===== config.mk =====
export PLATFORM = sky130hd
export DESIGN_NAME = tea_decryptor
export DESIGN_NICKNAME = d
export VERILOG_FILES = /design/src/rtl/tea_pkg.sv /design/src/rtl/tea_dec_round.sv /design/src/rtl/tea_decryptor.sv
export SDC_FILE = /design/constraint.sdc
export NUM_CORES = 1
export LEC_CHECK = 0
export ABC_AREA = 1
export BUFFER_PORTS_ARGS = -buffer_cell sky130_fd_sc_hd__buf_2
export CAP_MARGIN = 30
export CORE_MARGIN = 2
export CORE_UTILIZATION = 40
export DETAILED_ROUTE_END_ITERATION = 8
export PLACE_DENSITY_LB_ADDON = 0.2
export SLEW_MARGIN = 10
export SYNTH_ARGS = -nofsm -noshare
export SYNTH_HDL_FRONTEND = slang
export SYNTH_SLANG_ARGS = --single-unit

===== constraint.sdc =====
create_clock -name i_clk -period 13.9 [get_ports i_clk]
set_input_delay 1.39 -clock i_clk [delete_from_list [all_inputs] [get_ports i_clk]]
set_output_delay 1.39 -clock i_clk [all_outputs]
set_load 0.005 [all_outputs]

===== src/rtl/tea_pkg.sv =====
// Shared constants, types and the round mixing function for the TEA decryptor.
package tea_pkg;

    localparam logic [31:0] TEA_DELTA    = 32'h9E3779B9;
    localparam int          TEA_ROUNDS   = 32;
    localparam logic [31:0] TEA_SUM_INIT = 32'hC6EF3720;

    typedef enum logic [1:0] {
        IDLE = 2'd0,
        RUN  = 2'd1,
        DONE = 2'd2
    } tea_dec_state_t;

    // k0 occupies the most significant word so a packed cast of the key bus lines up.
    typedef struct packed {
        logic [31:0] k0;
        logic [31:0] k1;
        logic [31:0] k2;
        logic [31:0] k3;
    } tea_key_t;

    function automatic logic [31:0] tea_mix(
        input logic [31:0] v,
        input logic [31:0] sum,
        input logic [31:0] ka,
        input logic [31:0] kb
    );
        return ((v << 4) + ka) ^ (v + sum) ^ ((v >> 5) + kb);
    endfunction

endpackage


===== src/rtl/tea_dec_round.sv =====
// One combinational inverse TEA round: v1 is updated first, then v0 uses the new v1.
module tea_dec_round
    import tea_pkg::*;
(
    input  logic [31:0] v0,
    input  logic [31:0] v1,
    input  logic [31:0] sum,
    input  tea_key_t    key,
    output logic [31:0] new_v0,
    output logic [31:0] new_v1
);

    logic [31:0] v1_upd_s;

    assign v1_upd_s = v1 - tea_mix(v0, sum, key.k2, key.k3);
    assign new_v1   = v1_upd_s;
    assign new_v0   = v0 - tea_mix(v1_upd_s, sum, key.k0, key.k1);

endmodule


===== src/rtl/tea_decryptor.sv =====
// Iterative streaming TEA block decryptor with AXI-Stream style ports.
// Define TEA_DEC_UNROLL2_EN to evaluate two chained rounds per clock.
module tea_decryptor
    import tea_pkg::*;
(
    input  logic         i_clk,
    input  logic         i_rst,
    input  logic [127:0] i_key,
    input  logic         i_axis_valid_s,
    output logic         o_axis_ready_s,
    input  logic [63:0]  i_axis_data_s,
    output logic         o_axis_valid_m,
    input  logic         i_axis_ready_m,
    output logic [63:0]  o_axis_data_m
);

`ifdef TEA_DEC_UNROLL2_EN
    localparam int          STEPS    = TEA_ROUNDS / 2;
    localparam logic [31:0] SUM_STEP = TEA_DELTA + TEA_DELTA;
`else
    localparam int          STEPS    = TEA_ROUNDS;
    localparam logic [31:0] SUM_STEP = TEA_DELTA;
`endif
    localparam logic [4:0] LAST_STEP = 5'(STEPS - 1);

    tea_dec_state_t state_r, state_nxt_s;
    logic           ready_r, ready_nxt_s;
    logic           valid_r, valid_nxt_s;
    logic           accept_s, step_s, load_out_s;

    logic [31:0] v0_r, v1_r, sum_r;
    tea_key_t    key_r;
    logic [4:0]  cnt_r;
    logic [63:0] data_r;
    logic [31:0] r0_v0_s, r0_v1_s, step_v0_s, step_v1_s;

    tea_dec_round u_round0 (
        .v0     (v0_r),
        .v1     (v1_r),
        .sum    (sum_r),
        .key    (key_r),
        .new_v0 (r0_v0_s),
        .new_v1 (r0_v1_s)
    );

`ifdef TEA_DEC_UNROLL2_EN
    logic [31:0] sum_mid_s;

    // The second chained round runs with the sum already reduced by one delta.
    assign sum_mid_s = sum_r - TEA_DELTA;

    tea_dec_round u_round1 (
        .v0     (r0_v0_s),
        .v1     (r0_v1_s),
        .sum    (sum_mid_s),
        .key    (key_r),
        .new_v0 (step_v0_s),
        .new_v1 (step_v1_s)
    );
`else
    assign step_v0_s = r0_v0_s;
    assign step_v1_s = r0_v1_s;
`endif

    // Next-state and registered-output decode.
    always_comb begin
        state_nxt_s = state_r;
        ready_nxt_s = 1'b0;
        valid_nxt_s = valid_r;
        accept_s    = 1'b0;
        step_s      = 1'b0;
        load_out_s  = 1'b0;
        case (state_r)
            IDLE: begin
                if (i_axis_valid_s && ready_r) begin
                    accept_s    = 1'b1;
                    state_nxt_s = RUN;
                    ready_nxt_s = 1'b0;
                end else begin
                    state_nxt_s = IDLE;
                    ready_nxt_s = 1'b1;
                end
            end
            RUN: begin
                step_s = 1'b1;
                if (cnt_r == LAST_STEP) begin
                    state_nxt_s = DONE;
                    valid_nxt_s = 1'b1;
                    load_out_s  = 1'b1;
                end else begin
                    state_nxt_s = RUN;
                    valid_nxt_s = 1'b0;
                end
            end
            DONE: begin
                if (i_axis_ready_m) begin
                    state_nxt_s = IDLE;
                    valid_nxt_s = 1'b0;
                    ready_nxt_s = 1'b1;
                end else begin
                    state_nxt_s = DONE;
                    valid_nxt_s = 1'b1;
                end
            end
            default: begin
                state_nxt_s = IDLE;
                valid_nxt_s = 1'b0;
                ready_nxt_s = 1'b0;
            end
        endcase
    end

    // FSM state and handshake flags; ready stays low until the first edge after reset.
    always_ff @(posedge i_clk or posedge i_rst) begin
        if (i_rst) begin
            state_r <= IDLE;
            ready_r <= 1'b0;
            valid_r <= 1'b0;
        end else begin
            state_r <= state_nxt_s;
            ready_r <= ready_nxt_s;
            valid_r <= valid_nxt_s;
        end
    end

    // Block state, round counter and output holding register.
    always_ff @(posedge i_clk or posedge i_rst) begin
        if (i_rst) begin
            v0_r   <= 32'd0;
            v1_r   <= 32'd0;
            sum_r  <= 32'd0;
            key_r  <= '0;
            cnt_r  <= 5'd0;
            data_r <= 64'd0;
        end else if (accept_s) begin
            v0_r  <= i_axis_data_s[63:32];
            v1_r  <= i_axis_data_s[31:0];
            sum_r <= TEA_SUM_INIT;
            key_r <= tea_key_t'(i_key);
            cnt_r <= 5'd0;
        end else if (step_s) begin
            v0_r  <= step_v0_s;
            v1_r  <= step_v1_s;
            sum_r <= sum_r - SUM_STEP;
            cnt_r <= cnt_r + 5'd1;
            if (load_out_s) begin
                data_r <= {step_v0_s, step_v1_s};
            end
        end
    end

    assign o_axis_ready_s = ready_r;
    assign o_axis_valid_m = valid_r;
    assign o_axis_data_m  = data_r;

endmodule


# Word level (Yosys, flattened, before mapping)
# Index checks and enable logic that the tools add are counted.
# Widths: inputs -> output; s select.
dict set report op_classes {
  add_sub_neg 10
  n_eq_ne 3
  muxes 22
  n_bitwise 5
  reduce_logical 4
}
# operator count
set op_table {}
lappend op_table {{$mux 32} 6}
lappend op_table {{$add 32x32->32} 4}
lappend op_table {{$xor 32x32->32} 4}
lappend op_table {{$add 27x32->32} 2}
lappend op_table {{$sub 32x32->32} 2}
lappend op_table {{$sub 32x32->32 const B} 1}
lappend op_table {{$mux 5} 2}
lappend op_table {{$mux 1} 9}
lappend op_table {{$pmux 2 s3} 1}
lappend op_table {{$add 5x1->5 const B} 1}
lappend op_table {{$eq 5x5->1 const B} 1}
lappend op_table {{$mux 2} 2}
lappend op_table {{$pmux 1 s3} 1}
lappend op_table {{$reduce_and 3->1} 1}
lappend op_table {{$eq 2x1->1 const B} 1}
lappend op_table {{$eq 2x2->1 const B} 1}
lappend op_table {{$logic_not 2->1} 1}
lappend op_table {{$pmux 1 s2} 1}
lappend op_table {{$reduce_bool 2->1} 1}
lappend op_table {{$logic_and 1x1->1} 1}
lappend op_table {{$not 1->1} 1}
dict set report totals {
  regBits 297
  inputBits 196
  out_inout_bits 66
  wordCells 56
}

# Depth between registers and ports, before layout
dict set report depth {
  ltp_word 10
  ltp_mapped 53
}

# By module
# From an unflattened synthesis, not the netlist that was laid out.
dict set report hier_totals {
  hier_cells 3654
  area_unflattened_um2 26273.9
}
# mod instances cells_each area_each_um2 seq_area_each_um2
set modules_own_cells {}
lappend modules_own_cells {tea_dec_round 1 2128 13291.5 0.0}
lappend modules_own_cells {tea_decryptor 1 1526 12982.5 7432.1}

# Least setup slack after synthesis
# OpenSTA, ideal clock, no wires.
dict set report synth_path {
  path_kind {reg-to-reg}
  startpoint {reg v0_r[5]}
  endpoint {reg v0_r[30]}
  setup_time_ps 125
  t_arrival_ps 6596
  path_slack_ps 7179
  stages_incl_launch_ff 46
  path_buffers 0
  period_less_slack_ps 6721
  path_cell_list {dfrtp_1 ha_1 fa_1 nand3_1 nand2_1 nand2_1 nand3_1 a21boi_2 o21ai_2 a21boi_2 o21ai_1 a21oi_1 o21ai_1 a21oi_1 xnor3_1 ha_1 nand2_1 nor2_1 [10 not listed] a211oi_1 o2111ai_1 inv_1 nor2_1 xor2_1 inv_1 nand2_1 nand2_1 nand2_1 nand2_1 ha_1 inv_1 nor3_1 nand2_1 o311ai_1 or2_2 nand3_1 nand3_1}
}
dict set report synth_between {
  elab_chain_len 10
}
# item line_no
set synth_lines {}
lappend synth_lines {{start: declaration} tea_decryptor.sv:31} ;# logic [31:0] v0_r, v1_r, sum_r;
lappend synth_lines {{start signal: assignment} tea_decryptor.sv:136} ;# v0_r <= i_axis_data_s[63:32];
lappend synth_lines {{start signal: assignment} tea_decryptor.sv:142} ;# v0_r <= step_v0_s;
lappend synth_lines {{$add 32x32->32} tea_pkg.sv:28} ;# return ((v << 4) + ka) ^ (v + sum) ^ ((v >> 5) + kb);
lappend synth_lines {{$xor 32x32->32} tea_pkg.sv:28}
lappend synth_lines {{$xor 32x32->32 *} tea_pkg.sv:28}
lappend synth_lines {{$sub 32x32->32 *} tea_dec_round.sv:15} ;# assign v1_upd_s = v1 - tea_mix(v0, sum, key.k2, key.k3);
lappend synth_lines {{via r0_v1_s[29]} tea_decryptor.sv:35} ;# logic [31:0] r0_v0_s, r0_v1_s, step_v0_s, step_v1_s;
lappend synth_lines {{$add 32x32->32} tea_pkg.sv:28}
lappend synth_lines {{$xor 32x32->32} tea_pkg.sv:28}
lappend synth_lines {{$xor 32x32->32 *} tea_pkg.sv:28}
lappend synth_lines {{$sub 32x32->32 *} tea_dec_round.sv:17} ;# assign new_v0 = v0 - tea_mix(v1_upd_s, sum, key.k0, key.k1);
lappend synth_lines {{$mux 32 *} tea_decryptor.sv:141} ;# end else if (step_s) begin
lappend synth_lines {{$mux 32 *} tea_decryptor.sv:135} ;# end else if (accept_s) begin
# Mark *: on every way through the listed nets, which the timed path passes. The rest lies on a longest branch. The select of a mux whose other input is x is not followed.
# A chain may end at the register's enable or synchronous reset.

# Final worst setup path
# Same ends and word-level chain as after synthesis.

==> results.txt <==
The quantity of hold-fixing buffers added after cts came out at 0. The endpoint of the worst-slack reg-to-reg timing path is v0_r[30]. The number of synthesized register bits came out at roughly 300. Among the stages of the critical path, the cell type that occurs most often is a21oi_1. The setup check on the worst reg-to-reg path leaves a slack of just under 5 ns. The final number of max-transition violations came out at 0. The number of library cell types mapped by synthesis came out at 62.

Once placement finished, the instance area stood at roughly 0.027 mm2. The post-layout net count came out at 4110. The vertical die dimension is approximately 250 um. Leaving out fill and tap cells, the most frequent cell in the layout is nand2_1. The initial antenna violation count came out at 0.

The tightest min-delay check is of the flop to flop type. The overall fraction of global-route tracks in use came out at a little over a quarter. The average instance in the mapped netlist occupies 7.29 um2. The hold violation total from the final report came out at 0. Setup slack closes at between 4 and 5 ns. The layout cell share with drive strength beyond 1 is between 10 and 15%.

The worst slack after detailed placement is just over 5 ns. The number of global-route vias before repair is ~23000. The hold-critical path depth is 2. The run finished with clean final reports. The first-pass iteration count of the detailed router came out at 9.

The insertion delay to the later sink of the worst-skew pair came out at 0.57 ns. For the worst setup path, the data arrival time is around 9.5 ns. The final non-filler cell area is 0.0283 mm2.

The starting density of the core is between 40% and 50%. The placer's final routability congestion estimate came out at approximately 0.94. The worst setup path is launched from a flop.

TritonCTS created 36 clock buffers. For this run the aggregate overflow at the end of global routing stands at 0. The worst hold path begins at o_axis_data_m[30]. Relative to the synthesized area, the layout overhead comes to 13.7%. The count of buffering cells on the critical path with inverters included is 1. The CTS tree is yes. For the final routed database, the setup TNS stands at 0 ns. Setup violations remaining at the end of the flow were counted as 0. The root cell of the clock tree is clkbuf_16. CTS saw ~300 sinks.

The hold path endpoint is o_axis_data_m[30]. The number of cells traversed by the worst register-to-register path came out at 38. The startpoint of the lowest-slack register-to-register path is v0_r[5]. The top cell type's share of synthesized area is about 30%.

STA classifies the critical path endpoint as a flop. The largest net degree at the start of global routing is between 150 and 200. The number of placement rows is 91.

The tool flagged a number of max-cap violations equal to 0. The antenna cell count is 0. By startpoint and endpoint, the worst setup path is classified as flop to flop. Setup repair after global routing left no endpoint under its margin. The count of nets left with antenna violations after detail routing is 0. The maximum cell stage delay along the critical path came out at around 0.74 ns.

The die area is ~0.064 mm2. The first-pass GRT wire length came out at about 130000 um. The total via count in the routed design is 23600. In this run the tightest slew margin relative to its limit is approximately two fifths.

The number of buffers on the longest clock path came out at 3. The cell family contributing the most delay on the critical path is compound AO/OA/AOI/OAI gates. By area the synthesized netlist is led by dfrtp_1, nand2_1, ha_1, xor2_1, a21oi_1.

Buffers added to address setup during post-CTS repair amount to 0. The routed length per placed instance came out at ~19 um. The overall routed net length came out at between 80000 and 90000 um. Post-CTS repair changed the size of 0 cells. At the pin with the least slew margin, the transition time is 0.903 ns. The post-route fraction of the period consumed by the critical path is between 60% and 70%. The highest clock rate is 0.111 GHz. After filler insertion, the fill cell instance count of the layout stands at roughly 6400. The detailed router's first-iteration violation count came out at about 1600.

The library cells used most frequently in the layout, excluding fill and tap cells, are nand2_1, dfrtp_1, inv_1, a21oi_1, buf_2. The maximum fanout along the worst path came out at 6. The minimum period implied by the final worst setup slack is between 9 and 10 ns.

The number of cells produced by synthesis came out at 3412. The die width is 253 um. dfrtp_1 takes more of the synthesized area than any other cell. Clock-pin slew was measured on the worst setup and hold paths at ~0.060 ns.

Clock skew on the completed layout was measured at 0.0310 ns. STA puts the critical path data required time at between 10 and 15 ns. The H-tree was split into 2 levels. The post-route DRC violation count is 0.

The proportion of synthesized chip area in sequential cells came out at approximately 30%. The number of placed I/O pins is 262. The number of input and output port buffers inserted is about 260.

The synthesized net count is roughly 3900. The count of yosys warnings during synthesis came out at 0. The core region area is a little over 0.06 mm2. The via density per instance came out at around 5.2. The slowest stage of the critical path is the xor2_1 cell. The HPWL after detailed placement is between 60000 and 70000 um.

The area of the mapped netlist is 0.0249 mm2.
## flip-flops by register name (all words and copies together) (netlist names)
| signal | count |
|---|---|
| key_r | 128 |
| o_axis_data_m | 64 |
| sum_r | 32 |
| v0_r | 32 |
| v1_r | 32 |
| cnt_r | 5 |
| state_r | 2 |
| o_axis_ready_s | 1 |
| o_axis_valid_m | 1 |
## how the worst max path moves through the flow
stage,slack [ns],end,from,depth (start not counted)
detailed placement,5.03,v0_r[30],v0_r[5],38
finish,4.88,v0_r[30],v0_r[5],38
global route,4.22,v0_r[30],v0_r[5],38
floorplan,4.31,cnt_r[0],i_rst,1
global placement,4.99,v0_r[30],v0_r[5],38
CTS,4.97,v0_r[30],v0_r[5],38
## cells by family after synthesis
family                     count (synthesis)  share of synthesized area [%]
buffers and inverters                    356                           5.39
AOI/OAI and AO/OA                        605                           14.3
xor gates and xnor gates                 328                           11.7
DFF                                      297                           29.9
and+or+nand+nor                         1569                           25.5
adders and majority gates                257                           13.2
## area by class of cell
| class | instances | area (um2) | share of cell area (%) |
|---|---|---|---|
| well taps | 837 | 1050 | 3.70 |
| clock inverters | 11 | 139 | 0.491 |
| clock buffers | 46 | 1010 | 3.57 |
| repair buffers | 278 | 1450 | 5.11 |
| multi-input cells | 2759 | 16100 | 57.0 |
| inverters | 285 | 1080 | 3.82 |
| flip-flops and latches | 297 | 7430 | 26.3 |
## stage by stage
stage | instances | hold WS [ns] | util [%]
finish | 4513 | 0.477 | 45.9
global route | 4513 | 0.493 | 45.9
CTS | 4513 | 0.483 | 45.9
detailed placement | 4456 | 0.460 | 44.1
global placement | 4456 | 0.460 | 44.1
floorplan | 3412 | 0.448 | -
## synthesized netlist by cell type, drive strengths merged
| library cell | instances |
|---|---|
| nand2 | 1147 |
| dfrtp | 297 |
| a21oi | 286 |
| inv | 285 |
| ha | 249 |
| xor2 | 219 |
| o21ai | 169 |
| nor2 | 163 |
| nand3 | 162 |
| xnor2 | 107 |
| clkbuf | 59 |
| nor3 | 36 |
| o211ai | 31 |
| nand4 | 26 |
| a31oi | 22 |
| o21bai | 19 |
| a21boi | 17 |
| a21o | 13 |
| o21a | 13 |
| o221ai | 13 |
| or2 | 13 |
| buf | 12 |
| fa | 8 |
| nor4 | 8 |
| a211oi | 5 |
| nand3b | 5 |
| a22o | 3 |
| a22oi | 3 |
| and3 | 3 |
| nor3b | 3 |
| o311ai | 3 |
| a221oi | 2 |
| xnor3 | 2 |
| a211o | 1 |
| and2b | 1 |
| nand2b | 1 |
| o2111ai | 1 |
| o211a | 1 |
| o22ai | 1 |
| o31ai | 1 |
| o41ai | 1 |
| or3 | 1 |
## layer usage
| layer | up-vias | track usage [%] | share of wire [%] |
|---|---|---|---|
| li1 | 11800 | - | - |
| met1 | 11100 | 37.2 | 47 |
| met2 | 578 | 43.9 | 45 |
| met3 | 127 | 3.02 | 4.9 |
| met4 | 0 | 7.86 | 3.0 |
| met5 | - | 0 | 0 |
## worst register-to-register path: cells and delay by family, from the launching register on
kind | cells | cell delay, ns
xor gates and xnor gates | 5 | 2.01
AOI/OAI and AO/OA | 19 | 3.59
adders and majority gates | 5 | 1.77
buffers and inverters | 1 | 0.07
and+or+nand+nor | 8 | 0.98
DFF | 1 | 0.47
Power is not shown: default switching activity piles up to over one toggle a cycle in this logic, so the estimate is an artifact.
